## src/rtl/seq_tp.sv

```systemverilog
// ---------------------------------------------------------------------------
// seq_tp : dual-rail four-phase sequence generator
//
// Emits a word sequence as dual-rail codewords, returning to all-spacer
// between words, paced by a four-phase handshake with the consumer.
//
// Parameters
//   WIDTH     data word width in bits (2..64)
//   RAIL_NUM  rails per bit (fixed at 2)
//
// Ports
//   clk     system clock, rising edge
//   rst     asynchronous active-low reset
//   en_i    run enable
//   mode_i  sequence select: 0 Fibonacci, 1 counter, 2 walking-one,
//           3 checkerboard (sampled only in IDLE)
//   ack_i   four-phase acknowledge from the consumer
//   out     dual-rail data; per bit 01 = 0, 10 = 1, 00 = spacer
//   cnt_o   completed-handshake count (wraps at 16 bits)
//
// Build option
//   SEQ_TP_ACK_SYNC_EN  defined: ack_i passes through a two-flop
//                       synchronizer before the FSM (two extra cycles
//                       of ack-to-out latency).
//
// state | meaning
// IDLE  | all-spacer; waits for en_i=1 with ack_i=0; mode_i latched here
// DATA  | codeword of the current word; waits for ack_i=1
// NULL  | all-spacer; on ack_i=0 advances the word and counts
// ---------------------------------------------------------------------------
module seq_tp #(
   parameter  int WIDTH    = 32,
   localparam int RAIL_NUM = 2
) (
   input  logic                               clk,
   input  logic                               rst,
   input  logic                               en_i,
   input  logic [1:0]                         mode_i,
   input  logic                               ack_i,
   output logic [WIDTH-1:0][RAIL_NUM-1:0]     out,
   output logic [15:0]                        cnt_o
);

   typedef enum logic [1:0] {
      IDLE = 2'd0,
      DATA = 2'd1,
      NULL = 2'd2
   } state_t;

   state_t                            state_q;
   logic [WIDTH-1:0][RAIL_NUM-1:0]    out_q;
   logic [15:0]                       cnt_q;
   logic [1:0]                        mode_q;
   // w_q is the emitted word; in Fibonacci mode it is register B and a_q is A.
   logic [WIDTH-1:0]                  w_q;
   logic [WIDTH-1:0]                  a_q;

   logic                              ack_s;
   logic [WIDTH-1:0]                  seed_w;
   logic [WIDTH-1:0]                  adv_w;
   logic [WIDTH-1:0]                  adv_a;
   logic [WIDTH-1:0]                  idle_w;

`ifdef SEQ_TP_ACK_SYNC_EN
   logic [1:0] ack_sync_q;

   always_ff @(posedge clk or negedge rst) begin
      if (!rst) begin
         ack_sync_q <= 2'b00;
      end else begin
         ack_sync_q <= {ack_sync_q[0], ack_i};
      end
   end

   assign ack_s = ack_sync_q[1];
`else
   assign ack_s = ack_i;
`endif

   function automatic logic [WIDTH-1:0][RAIL_NUM-1:0] encode(input logic [WIDTH-1:0] w);
      logic [WIDTH-1:0][RAIL_NUM-1:0] r;
      for (int i = 0; i < WIDTH; i++) begin
         r[i] = w[i] ? 2'b10 : 2'b01;
      end
      return r;
   endfunction

   function automatic logic [WIDTH-1:0] checker_seed();
      logic [WIDTH-1:0] s;
      for (int i = 0; i < WIDTH; i++) begin
         s[i] = ((i % 2) == 0);
      end
      return s;
   endfunction

   always_comb begin
      seed_w = '0;
      case (mode_i)
         2'd0:    seed_w = '0;
         2'd1:    seed_w = '0;
         2'd2:    seed_w = WIDTH'(1);
         default: seed_w = checker_seed();
      endcase
   end

   always_comb begin
      adv_w = w_q;
      adv_a = a_q;
      case (mode_q)
         2'd0: begin
            adv_w = a_q;
            adv_a = a_q + w_q;
         end
         2'd1:    adv_w = w_q + WIDTH'(1);
         2'd2:    adv_w = {w_q[WIDTH-2:0], w_q[WIDTH-1]};
         default: adv_w = ~w_q;
      endcase
   end

   // A mode change seen in IDLE reseeds in the same cycle, so a DATA entry
   // on that edge must already present the new seed.
   assign idle_w = (mode_i != mode_q) ? seed_w : w_q;

   always_ff @(posedge clk or negedge rst) begin
      if (!rst) begin
         state_q <= IDLE;
         out_q   <= '0;
         cnt_q   <= 16'd0;
         mode_q  <= 2'd0;
         a_q     <= WIDTH'(1);
         w_q     <= '0;
      end else begin
         case (state_q)
            IDLE: begin
               if (mode_i != mode_q) begin
                  mode_q <= mode_i;
                  w_q    <= seed_w;
                  a_q    <= WIDTH'(1);
               end
               if (en_i && !ack_s) begin
                  state_q <= DATA;
                  out_q   <= encode(idle_w);
               end
            end
            DATA: begin
               if (ack_s) begin
                  state_q <= NULL;
                  out_q   <= '0;
               end
            end
            NULL: begin
               if (!ack_s) begin
                  w_q   <= adv_w;
                  a_q   <= adv_a;
                  cnt_q <= cnt_q + 16'd1;
                  if (en_i) begin
                     state_q <= DATA;
                     out_q   <= encode(adv_w);
                  end else begin
                     state_q <= IDLE;
                  end
               end
            end
            default: begin
               state_q <= IDLE;
               out_q   <= '0;
            end
         endcase
      end
   end

   assign out   = out_q;
   assign cnt_o = cnt_q;

endmodule

```

## config.mk

```make
export PLATFORM = sky130hd
export DESIGN_NAME = seq_tp
export DESIGN_NICKNAME = d
export VERILOG_FILES = /design/src/rtl/seq_tp.sv
export SDC_FILE = /design/constraint.sdc
export NUM_CORES = 1
export LEC_CHECK = 0
export CORE_MARGIN = 5
export CORE_UTILIZATION = 40
export DETAILED_ROUTE_END_ITERATION = 8
export SLEW_MARGIN = 20
export SYNTH_ARGS = -nofsm -noshare
export SYNTH_HDL_FRONTEND = slang
export SYNTH_SLANG_ARGS = --single-unit
```

## constraint.sdc

```tcl
create_clock -name clk -period 5.1 [get_ports clk]
set_input_delay 1.02 -clock clk [delete_from_list [all_inputs] [get_ports clk]]
set_output_delay 1.02 -clock clk [all_outputs]
set_load 0.01 [all_outputs]
```

==> summary.md <==
| Metric | Value |
|---|---|
| Worst stage delay on the critical path | `0.52 ns` |
| Core Util, Final | `0.474` |
| RSZ-0062 raised after global routing | `no` |
| Pre-CTS setup slack | `1.52 ns` |
| Post-synth net total | `1123` |
| Largest net degree at the start of global routing | `92` |
| CP Buf/Inv Count | `1` |
| Clk root buf | `clkbuf_16` |
| Cell Area, Synth | `9420 µm²` |
| GP Congestion | `0.836` |
| Placeable Area | `23300 µm²` |
| Gr usage total | `0.201` |
| WL/cell | `18.6 µm` |
| Post-CTS Setup Inserts | `0` |
| Max-Slew Margin vs Limit | `0.398` |
| Clock Skews | `0.0156 ns` |
| H-tree depth | `4` |
| Clk pin slew, worst setup/hold paths | `0.07 ns` |
| # Max-Cap Violations | `0` |
| Highest-delay cell along the critical path | `dfrtp_1` |
| CTS buffer count | `17` |
| Fin. max-slew vios | `0` |
| CP delay by family, top | `compound AO/OA/AOI/OAI gates` |
| Post-synth top cells | `154 x nand2_1, 147 x dfrtp_1, 104 x a21oi_1, 73 x nor2_1, 70 x o21ai_0` |
| Setup crit start kind | `register` |
| Vias | `8215` |
| Hold_buf cts | `0` |
| Final min period | `3.29 ns` |
| Final wirelength | `27000 µm` |
| Pre-antenna DRT Iters | `5` |
| Async SR Flop Fraction | `1.00` |
| Crit path setup slack, layout | `1.81 ns` |
| Drt initial violations | `576` |
| Initial cell density of the core | `0.404` |
| Diode count | `0` |
| Share of the synthesized area in the top cell type | `0.390` |
| Num Clock Sinks | `148` |
| Worst Hold Class | `reg -> reg` |
| IO buf count | `85` |
| Cells after synthesis | `1083` |
| First-pass GRT wire length | `42700 µm` |
| Design Power | `4.24 mW` |
| Final hold violations | `0` |
| Peak Freq | `304 MHz` |
| GRT busiest layer | `met2` |
| DP HPWL | `19300 µm` |
| Most common cell in the synthesized netlist | `nand2_1` |
| CTS max path bufs | `2` |
| Die area | `26700 µm²` |
| Post-synth EDFFs | `0` |
| Layout Nets | `1157` |
| Met3 global-route usage | `0.0373` |
| Power per cell area | `384 nW/µm²` |
| Share of cells above drive strength 1 | `0.0726` |
| Data arrival time of the critical path | `3.66 ns` |
| Period utilization | `0.646` |
| Mapped Avg Cell Area | `8.70 µm²` |
| # rows | `56` |
| Largest area contributor in the netlist | `dfrtp_1` |
| Residual DRC count | `0` |
| Initial antenna violation count | `0` |
| Final ANT Viol Nets | `0` |
| Chip height | `163 µm` |
| P_leak | `4.89 nW` |
| CP Data Required Time | `5.46 ns` |
| Horiz. Die Dim | `163 µm` |
| Synthesis Warnings | `0` |
| Crit path cell chain | `ha_1, inv_1, fa_1, and2b_1, o211ai_1, a21bo_1, a21oi_2, o211ai_1, a21oi_2, a31oi_1, or4_1, nand3_1` |
| Synth cell types | `71` |
| Actual transition at the worst max-transition pin | `0.899 ns` |
| Setup violations, final | `0` |
| Worst VDD drop | `0.000257 V` |
| Synth top area cells | `dfrtp_1 39%, nand2_1 6.1%, a21oi_1 5.5%` |
| Post-synthesis sequential area ratio | `0.393` |
| Nature of the critical path endpoint | `register` |
| #FFs+latches synth | `148` |
| GRT overflow | `0` |
| CTS tree | `yes` |
| Critical Setup Path Class | `reg -> reg` |
| Setup TNS | `0 ns` |
| Vias in the first global route | `7690` |
| M1 GR Usage | `0.270` |
| Ports | `86` |
| Vias per Instance | `5.67` |
| Layout area overhead | `17.3%` |
| M2 GR Usage | `0.334` |
| Top_reg_cell synth | `dfrtp_1` |
| Latest clock arrival within the worst-skew pair | `0.43 ns` |
| Crit-path max FO | `7` |
| Status | `finished, final reports clean` |
| Post-CTS sizing | `0` |
logic make-up (layout without fill, tap and decap cells):
kind of cell / count (synthesis) / count (layout) / synth area share
flip-flops: 148 / 148 / 0.393
AO/OA/AOI/OAI: 377 / 377 / 0.260
buffers and inverters: 103 / 150 / 0.0438
XOR/XNOR: 69 / 69 / 0.0641
multiplexers: 35 / 35 / 0.0390
AND/OR/NAND/NOR: 317 / 317 / 0.154
adder cells (fa/ha/maj): 34 / 34 / 0.0460
worst register-to-register path: cells and delay by family, from the launching register on:
family	cells	cell delay, ns
and+or+nand+nor	3	0.84
AOI/OAI and AO/OA	6	1.16
adders and majority gates	2	0.66
buffers and inverters	1	0.07
DFF	1	0.52
path summary, 6_finish.rpt:
path | start | endpoint | slack (ns) | depth (start not counted)
setup / recovery | w_q[0] | a_q[30] | 1.81 | 12
hold / removal | out[45] | out[45] | 0.48 | 2
setup reg to reg | w_q[0] | a_q[30] | 1.81 | 12
hold reg to reg | out[45] | out[45] | 0.48 | 2
max in group asynchronous | rst | state_q[1] | 3.39 | 2
min in group asynchronous | rst | a_q[23] | 0.69 | 1
routing by layer:
metal	up-vias	part of all wire
li1	3967	-
met1	3989	0.44
met2	232	0.49
met3	27	0.048
met4	0	0.018
met5	-	0
power by group:
group / total, mW / switching, mW / internal (mW) / leakage [nW]
Combinational: 1.38 / 0.764 / 0.619 / 2.66
Sequential: 1.62 / 0.263 / 1.36 / 1.95
Clock: 1.24 / 0.586 / 0.651 / 0.274
Total: 4.24 / 1.61 / 2.63 / 4.89
layout by cell type (no fill, tap or decap), types with 10 or more instances in the layout:
cell type,n
o21ai_1,33
clkbuf_16,17
o21ai_0,70
ha_1,33
nor3_1,10
mux2i_1,30
nor2_1,72
clkdlybuf4s50_1,84
nand3_1,13
nand2_1,154
xor2_1,17
a21o_1,26
a31oi_1,15
a221o_1,19
buf_4,19
xnor2_1,52
inv_1,14
a22o_1,31
and3_1,12
a21oi_1,104
a22oi_1,10
dfrtp_1,144
layout make-up:
type	instances	area, µm²
Multi-Input combinational cell	832	5330
Fill cell	2258	12300
Tap cell	319	399
Sequential cell	148	3710
Inverter	14	52.6
Clock inverter	14	135
Timing Repair Buffer	104	995
Clock buffer	18	429
state kept, by name, summed over array words and instances, names as in the netlist:
name,cells
out,64
cnt_o,16
state_q,2
w_q,32
mode_q,2
a_q,32
per-stage QoR:
stage          instance area (µm²)  std cells  hold WS (ns)
3_3_place_gp                 10500       1417         0.461
3_5_place_dp                 10500       1417         0.471
6_report                     11100       1449         0.480
5_1_grt                      11100       1449         0.509
2_1_floorplan                 9420       1083         0.465
4_1_cts                      11100       1449         0.485
Power figures use the tool's default switching activity.
